`src/rtl/wb_pkg.sv`:
```
// Shared definitions for the writeback-control pipeline:
// opcodes, writeback select encodings and the stage bundle.
package wb_pkg;

  localparam logic [6:0] OPC_LUI    = 7'b0110111;
  localparam logic [6:0] OPC_AUIPC  = 7'b0010111;
  localparam logic [6:0] OPC_JAL    = 7'b1101111;
  localparam logic [6:0] OPC_JALR   = 7'b1100111;
  localparam logic [6:0] OPC_BRANCH = 7'b1100011;
  localparam logic [6:0] OPC_LOAD   = 7'b0000011;
  localparam logic [6:0] OPC_STORE  = 7'b0100011;
  localparam logic [6:0] OPC_OPIMM  = 7'b0010011;
  localparam logic [6:0] OPC_OP     = 7'b0110011;
  localparam logic [6:0] OPC_FENCE  = 7'b0001111;
  localparam logic [6:0] OPC_SYSTEM = 7'b1110011;

  localparam logic [1:0] WB_SEL_MEM = 2'b00;
  localparam logic [1:0] WB_SEL_ALU = 2'b01;
  localparam logic [1:0] WB_SEL_PC4 = 2'b10;
  localparam logic [1:0] WB_SEL_CSR = 2'b11;

  typedef struct packed {
    logic       valid;
    logic [1:0] sel;
    logic       we;
    logic [4:0] rd;
    logic       illegal;
    logic       is_load;
  } wb_bundle_t;

endpackage

```
`src/rtl/wb_decode.sv`:
```
// Combinational decode of an RV32 word into a writeback bundle.
// CSR writeback is produced only when WB_CSR_EN is defined.
module wb_decode
  import wb_pkg::*;
(
  input  logic [31:0] instruction,
  output wb_bundle_t  bundle
);

  logic [6:0] w_opc;
  logic [4:0] w_rd;
  logic [2:0] w_f3;
  logic       w_unused;

  assign w_opc    = instruction[6:0];
  assign w_rd     = instruction[11:7];
  assign w_f3     = instruction[14:12];
  assign w_unused = ^{instruction[31:12]};

  // Opcode class -> select/enable; rd == x0 never writes.
  always_comb begin
    bundle    = '0;
    bundle.rd = w_rd;
    unique case (1'b1)
      (w_opc == OPC_LUI) || (w_opc == OPC_AUIPC) ||
      (w_opc == OPC_OPIMM) || (w_opc == OPC_OP): begin
        bundle.sel = WB_SEL_ALU;
        bundle.we  = 1'b1;
      end
      (w_opc == OPC_JAL) || (w_opc == OPC_JALR): begin
        bundle.sel = WB_SEL_PC4;
        bundle.we  = 1'b1;
      end
      (w_opc == OPC_LOAD): begin
        bundle.sel     = WB_SEL_MEM;
        bundle.we      = 1'b1;
        bundle.is_load = 1'b1;
      end
      (w_opc == OPC_BRANCH) || (w_opc == OPC_STORE) ||
      (w_opc == OPC_FENCE): begin
        bundle.we = 1'b0;
      end
      (w_opc == OPC_SYSTEM): begin
`ifdef WB_CSR_EN
        if (w_f3 != 3'b000) begin
          bundle.sel = WB_SEL_CSR;
          bundle.we  = 1'b1;
        end
`else
        bundle.we = 1'b0;
`endif
      end
      default: begin
        bundle.illegal = 1'b1;
      end
    endcase
    if (w_rd == 5'd0) bundle.we = 1'b0;
  end

endmodule

```
`src/rtl/wb_ctl_pipe.sv`:
```
// Writeback-control pipeline: STAGES stall/flush-aware bundle
// registers plus the stage-0 load-use hazard compare.
module wb_ctl_pipe
  import wb_pkg::*;
#(
  parameter int STAGES   = 3,
  parameter int WB_SEL_W = 2
) (
  input  logic                clk,
  input  logic                rst,
  input  logic                in_valid,
  input  logic [31:0]         instruction,
  input  logic                stall,
  input  logic                flush,
  input  logic [4:0]          rs1,
  input  logic [4:0]          rs2,
  output logic                ld_hazard,
  output logic                wb_valid,
  output logic [WB_SEL_W-1:0] wb_sel,
  output logic                wb_rf_we,
  output logic [4:0]          wb_rd,
  output logic                wb_illegal
);

  localparam int LAST = STAGES - 1;

  wb_bundle_t w_dec;
  wb_bundle_t w_in;
  wb_bundle_t w_prev [STAGES];
  wb_bundle_t r_stg  [STAGES];

  wb_decode u_dec (
    .instruction (instruction),
    .bundle      (w_dec)
  );

  // Stage inputs: decode feeds stage 0, stage k-1 feeds stage k.
  always_comb begin
    w_in       = w_dec;
    w_in.valid = in_valid & ~flush;
    w_prev[0]  = w_in;
    for (int k = 1; k < STAGES; k++) w_prev[k] = r_stg[k-1];
  end

  // Flush empties younger stages; the last one only obeys stall.
  always_ff @(posedge clk or posedge rst) begin
    if (rst) begin
      for (int k = 0; k < STAGES; k++) r_stg[k] <= '0;
    end else begin
      for (int k = 0; k < STAGES; k++) begin
        if (flush && (k != LAST)) r_stg[k].valid <= 1'b0;
        else if (!stall)          r_stg[k]       <= w_prev[k];
      end
    end
  end

  assign wb_valid   = r_stg[LAST].valid;
  assign wb_sel     = WB_SEL_W'(r_stg[LAST].sel);
  assign wb_rf_we   = r_stg[LAST].valid & r_stg[LAST].we;
  assign wb_rd      = r_stg[LAST].rd;
  assign wb_illegal = r_stg[LAST].valid & r_stg[LAST].illegal;

  assign ld_hazard  = r_stg[0].valid & r_stg[0].is_load &
                      (r_stg[0].rd != 5'd0) &
                      ((r_stg[0].rd == rs1) |
                       (r_stg[0].rd == rs2));

endmodule

```
`config.mk`:
```
export PLATFORM = sky130hd
export DESIGN_NAME = wb_ctl_pipe
export DESIGN_NICKNAME = d
export VERILOG_FILES = /design/src/rtl/wb_pkg.sv /design/src/rtl/wb_decode.sv /design/src/rtl/wb_ctl_pipe.sv
export SDC_FILE = /design/constraint.sdc
export NUM_CORES = 1
export LEC_CHECK = 0
export ABC_AREA = 1
export CAP_MARGIN = 5
export CORE_UTILIZATION = 43
export CTS_CLUSTER_DIAMETER = 30
export DETAILED_ROUTE_END_ITERATION = 8
export PLACE_DENSITY = 0.78
export REMOVE_ABC_BUFFERS = 1
export SLEW_MARGIN = 0
export SYNTH_ARGS = -nofsm -noshare
export SYNTH_HDL_FRONTEND = slang
export SYNTH_SLANG_ARGS = --single-unit
```
`constraint.sdc`:
```
create_clock -name clk -period 1.5 [get_ports clk]
set_input_delay 0.3 -clock clk [delete_from_list [all_inputs] [get_ports clk]]
set_output_delay 0.3 -clock clk [all_outputs]
set_load 0.05 [all_outputs]
```
==> reports/metrics.yaml <==
fill_cells: 317
port_buffers: 37
synth_top_area_frac: 0.508
place_inst: 276
routed_wl_mm: 3.00
yosysTopAreaCell: "dfrtp_1"
finalSetupViolations: 1
route.vias.total: 1339
clock_tree.root_cell: "clkbuf_4"
syn2layout_area_growth_pct: 37.0
cts_tree: "built"
antenna_cells: 0
synthesis.area_um2: 1530
layout_setup_ws_ns: -0.308
dpl.hpwl_mm: 2.28
final_cell_area_um2: 2090
synth_cells: 200
fp.dieArea_um2: 3790
timing.fmax_mhz: 553
grt_max_degree: 32
maxSlewViolCount: 0
grt_pass1_wl_mm: 4.80
worst_pin_slew_ns: 0.368
critical_path_class: "flip-flop to output port"
startpoint_type: "flip-flop"
die_w_um: 61.6
clock_skew_ns: 0.00687
seq_area_frac_synth: 0.508
status: "finished with violations"
layout.nets: 286
fin_crit_sh: 1.21
hold_path_class: "input pin to asynchronous set/reset pin"
whs_ns: 0.316
powerDensity_nw_per_um2: 937
crit_path_max_fanout: 4
fin_setup_tns_ns: -0.308
drive_above_1_share: 0.133
grt_usage: 0.184
core_area_um2: 3360
post-place-ws_ns: -0.267
ant_nets: 0
h-tree-depth: 2
gp_congestion: 0.758
synth_area_leaders: "dfrtp_1 51%, nand2_1 16%, o21ai_0 9.5%"
wl_per_cell_um: 10.5
synthDistinctLibCells: 20
arrival_ns: 1.51
clkSinkCount: 31
drtPass1Iterations: 4
ir_drop_uv: 323
grt-ovfl-total: 0
avgSynthCellArea_um2: 7.63
p_leak_nw: 1.03
pin_count: 58
slew_headroom: 0.755
start_util: 0.454
cp.required_ns: 1.20
grt_pass1_vias: 1147
hold_viol: 0
clk_latency_ns: 0.35
drc: 0
clockBufferDepth: 2
r2r_setup_slack_ns: 0.64
synth_warnings: 0
rows: 21
violations: "setup timing"
hold_buffers: 0
antenna_found_initial: 0
rsz0062_at_grt: "yes"
dpl_cell_area_um2: 2030
postSynthRegisterBits: 31
min_period_ns: 1.81
avgViaCountPerCell: 4.68
cap_violations: 0
fin_util: 0.622
cts_buffers: 5
clkSlewWorstSetupHoldPaths_ns: 0.09
die_h_um: 61.6
crit_path_end_kind: "output port"
drt_iter0_markers: 48
power.total_mw: 1.96
final_cells: 286
## state kept, by name (all words and copies together), names as in the netlist
| signal | flops |
|---|---|
| r_stg | 23 |
| wb_rd | 5 |
| wb_sel | 2 |
| wb_valid | 1 |
## layout by cell type (no fill, tap or decap)
cell	n
a21oi_1	1
a21oi_2	1
buf_12	11
buf_4	7
clkbuf_1	2
clkbuf_4	5
clkdlybuf4s50_1	26
clkinv_2	1
dfrtp_1	30
dfrtp_2	1
inv_1	30
inv_2	4
nand2_1	64
nand3_1	5
nand4_1	1
nor2_1	14
nor2_4	1
nor3_1	2
nor3_2	1
o21ai_0	29
o22ai_1	1
xnor2_1	2
xor2_1	1
## path summary, 6_finish.rpt
check / from / end / cells after the start
max: r_stg[25]$_DFFE_PP0P_ / ld_hazard / 5
min: rst / r_stg[7]$_DFFE_PP0N_ / 3
max reg2reg: r_stg[25]$_DFFE_PP0P_ / r_stg[14]$_DFFE_PP0P_ / 3
min reg2reg: r_stg[31]$_DFFE_PP0P_ / r_stg[20]$_DFFE_PP0P_ / 2
max in group asynchronous: rst / r_stg[24]$_DFFE_PP0P_ / 3
min in group clk: r_stg[31]$_DFFE_PP0P_ / r_stg[20]$_DFFE_PP0P_ / 2
## kinds of logic after synthesis
group | share of synthesized area
XOR/XNOR | 0.0172
AO/OA/AOI/OAI | 0.108
flip-flops | 0.508
AND/OR/NAND/NOR | 0.233
buffers and inverters | 0.134
## layer usage
layer | up-vias | GRT usage | part of all wire
met4 | 0 | 0.124 | 0.032
met1 | 606 | 0.214 | 0.42
met5 | - | 0 | 0
li1 | 683 | - | -
met2 | 41 | 0.306 | 0.50
met3 | 9 | 0.0378 | 0.043
## synth_stat cells
| cell type | instances |
|---|---|
| nand2_1 | 64 |
| o21ai_0 | 29 |
| a21oi_1 | 1 |
| nand3_1 | 5 |
| buf_2 | 3 |
| nor3_1 | 2 |
| clkbuf_1 | 1 |
| dfrtp_1 | 31 |
| a21oi_2 | 1 |
| nor2_4 | 1 |
| inv_2 | 3 |
| xnor2_1 | 2 |
| buf_4 | 7 |
| nor2_1 | 14 |
| nand4_1 | 1 |
| nor3_2 | 1 |
| o22ai_1 | 1 |
| inv_1 | 31 |
| clkbuf_2 | 1 |
| xor2_1 | 1 |
## final cells by class
| cell class | instances | area [µm²] | share of cell area |
|---|---|---|---|
| tap | 46 | 57.6 | 0.0275 |
| sequential | 31 | 777 | 0.371 |
| multi-input combinational | 123 | 547 | 0.261 |
| clock buffer | 7 | 45.0 | 0.0215 |
| inverter | 34 | 128 | 0.0610 |
| clock inverter | 1 | 5.00 | 0.00239 |
| timing repair buffer | 44 | 533 | 0.255 |
## power breakdown
group          internal, mW  total [mW]  switching [mW]
Clock                 0.182       0.464           0.282
Sequential            0.922       0.994          0.0718
Combinational         0.245       0.503           0.258
Total                  1.35        1.96           0.612
## worst max-delay path: stages (launching register included)
cell	delay [ns]
dfrtp_1	0.44
xor2_1	0.18
nor2_1	0.11
nand3_1	0.09
a21oi_2	0.19
buf_12	0.16
## what timing repair did
item                                    4_1_cts  5_1_grt
resized for setup                             2        0
pin swaps                                     1        1
setup buffers                                 2        0
cloned                                        0        0
endpoints found under the setup margin        1        1
Power figures use the tool's default switching activity.
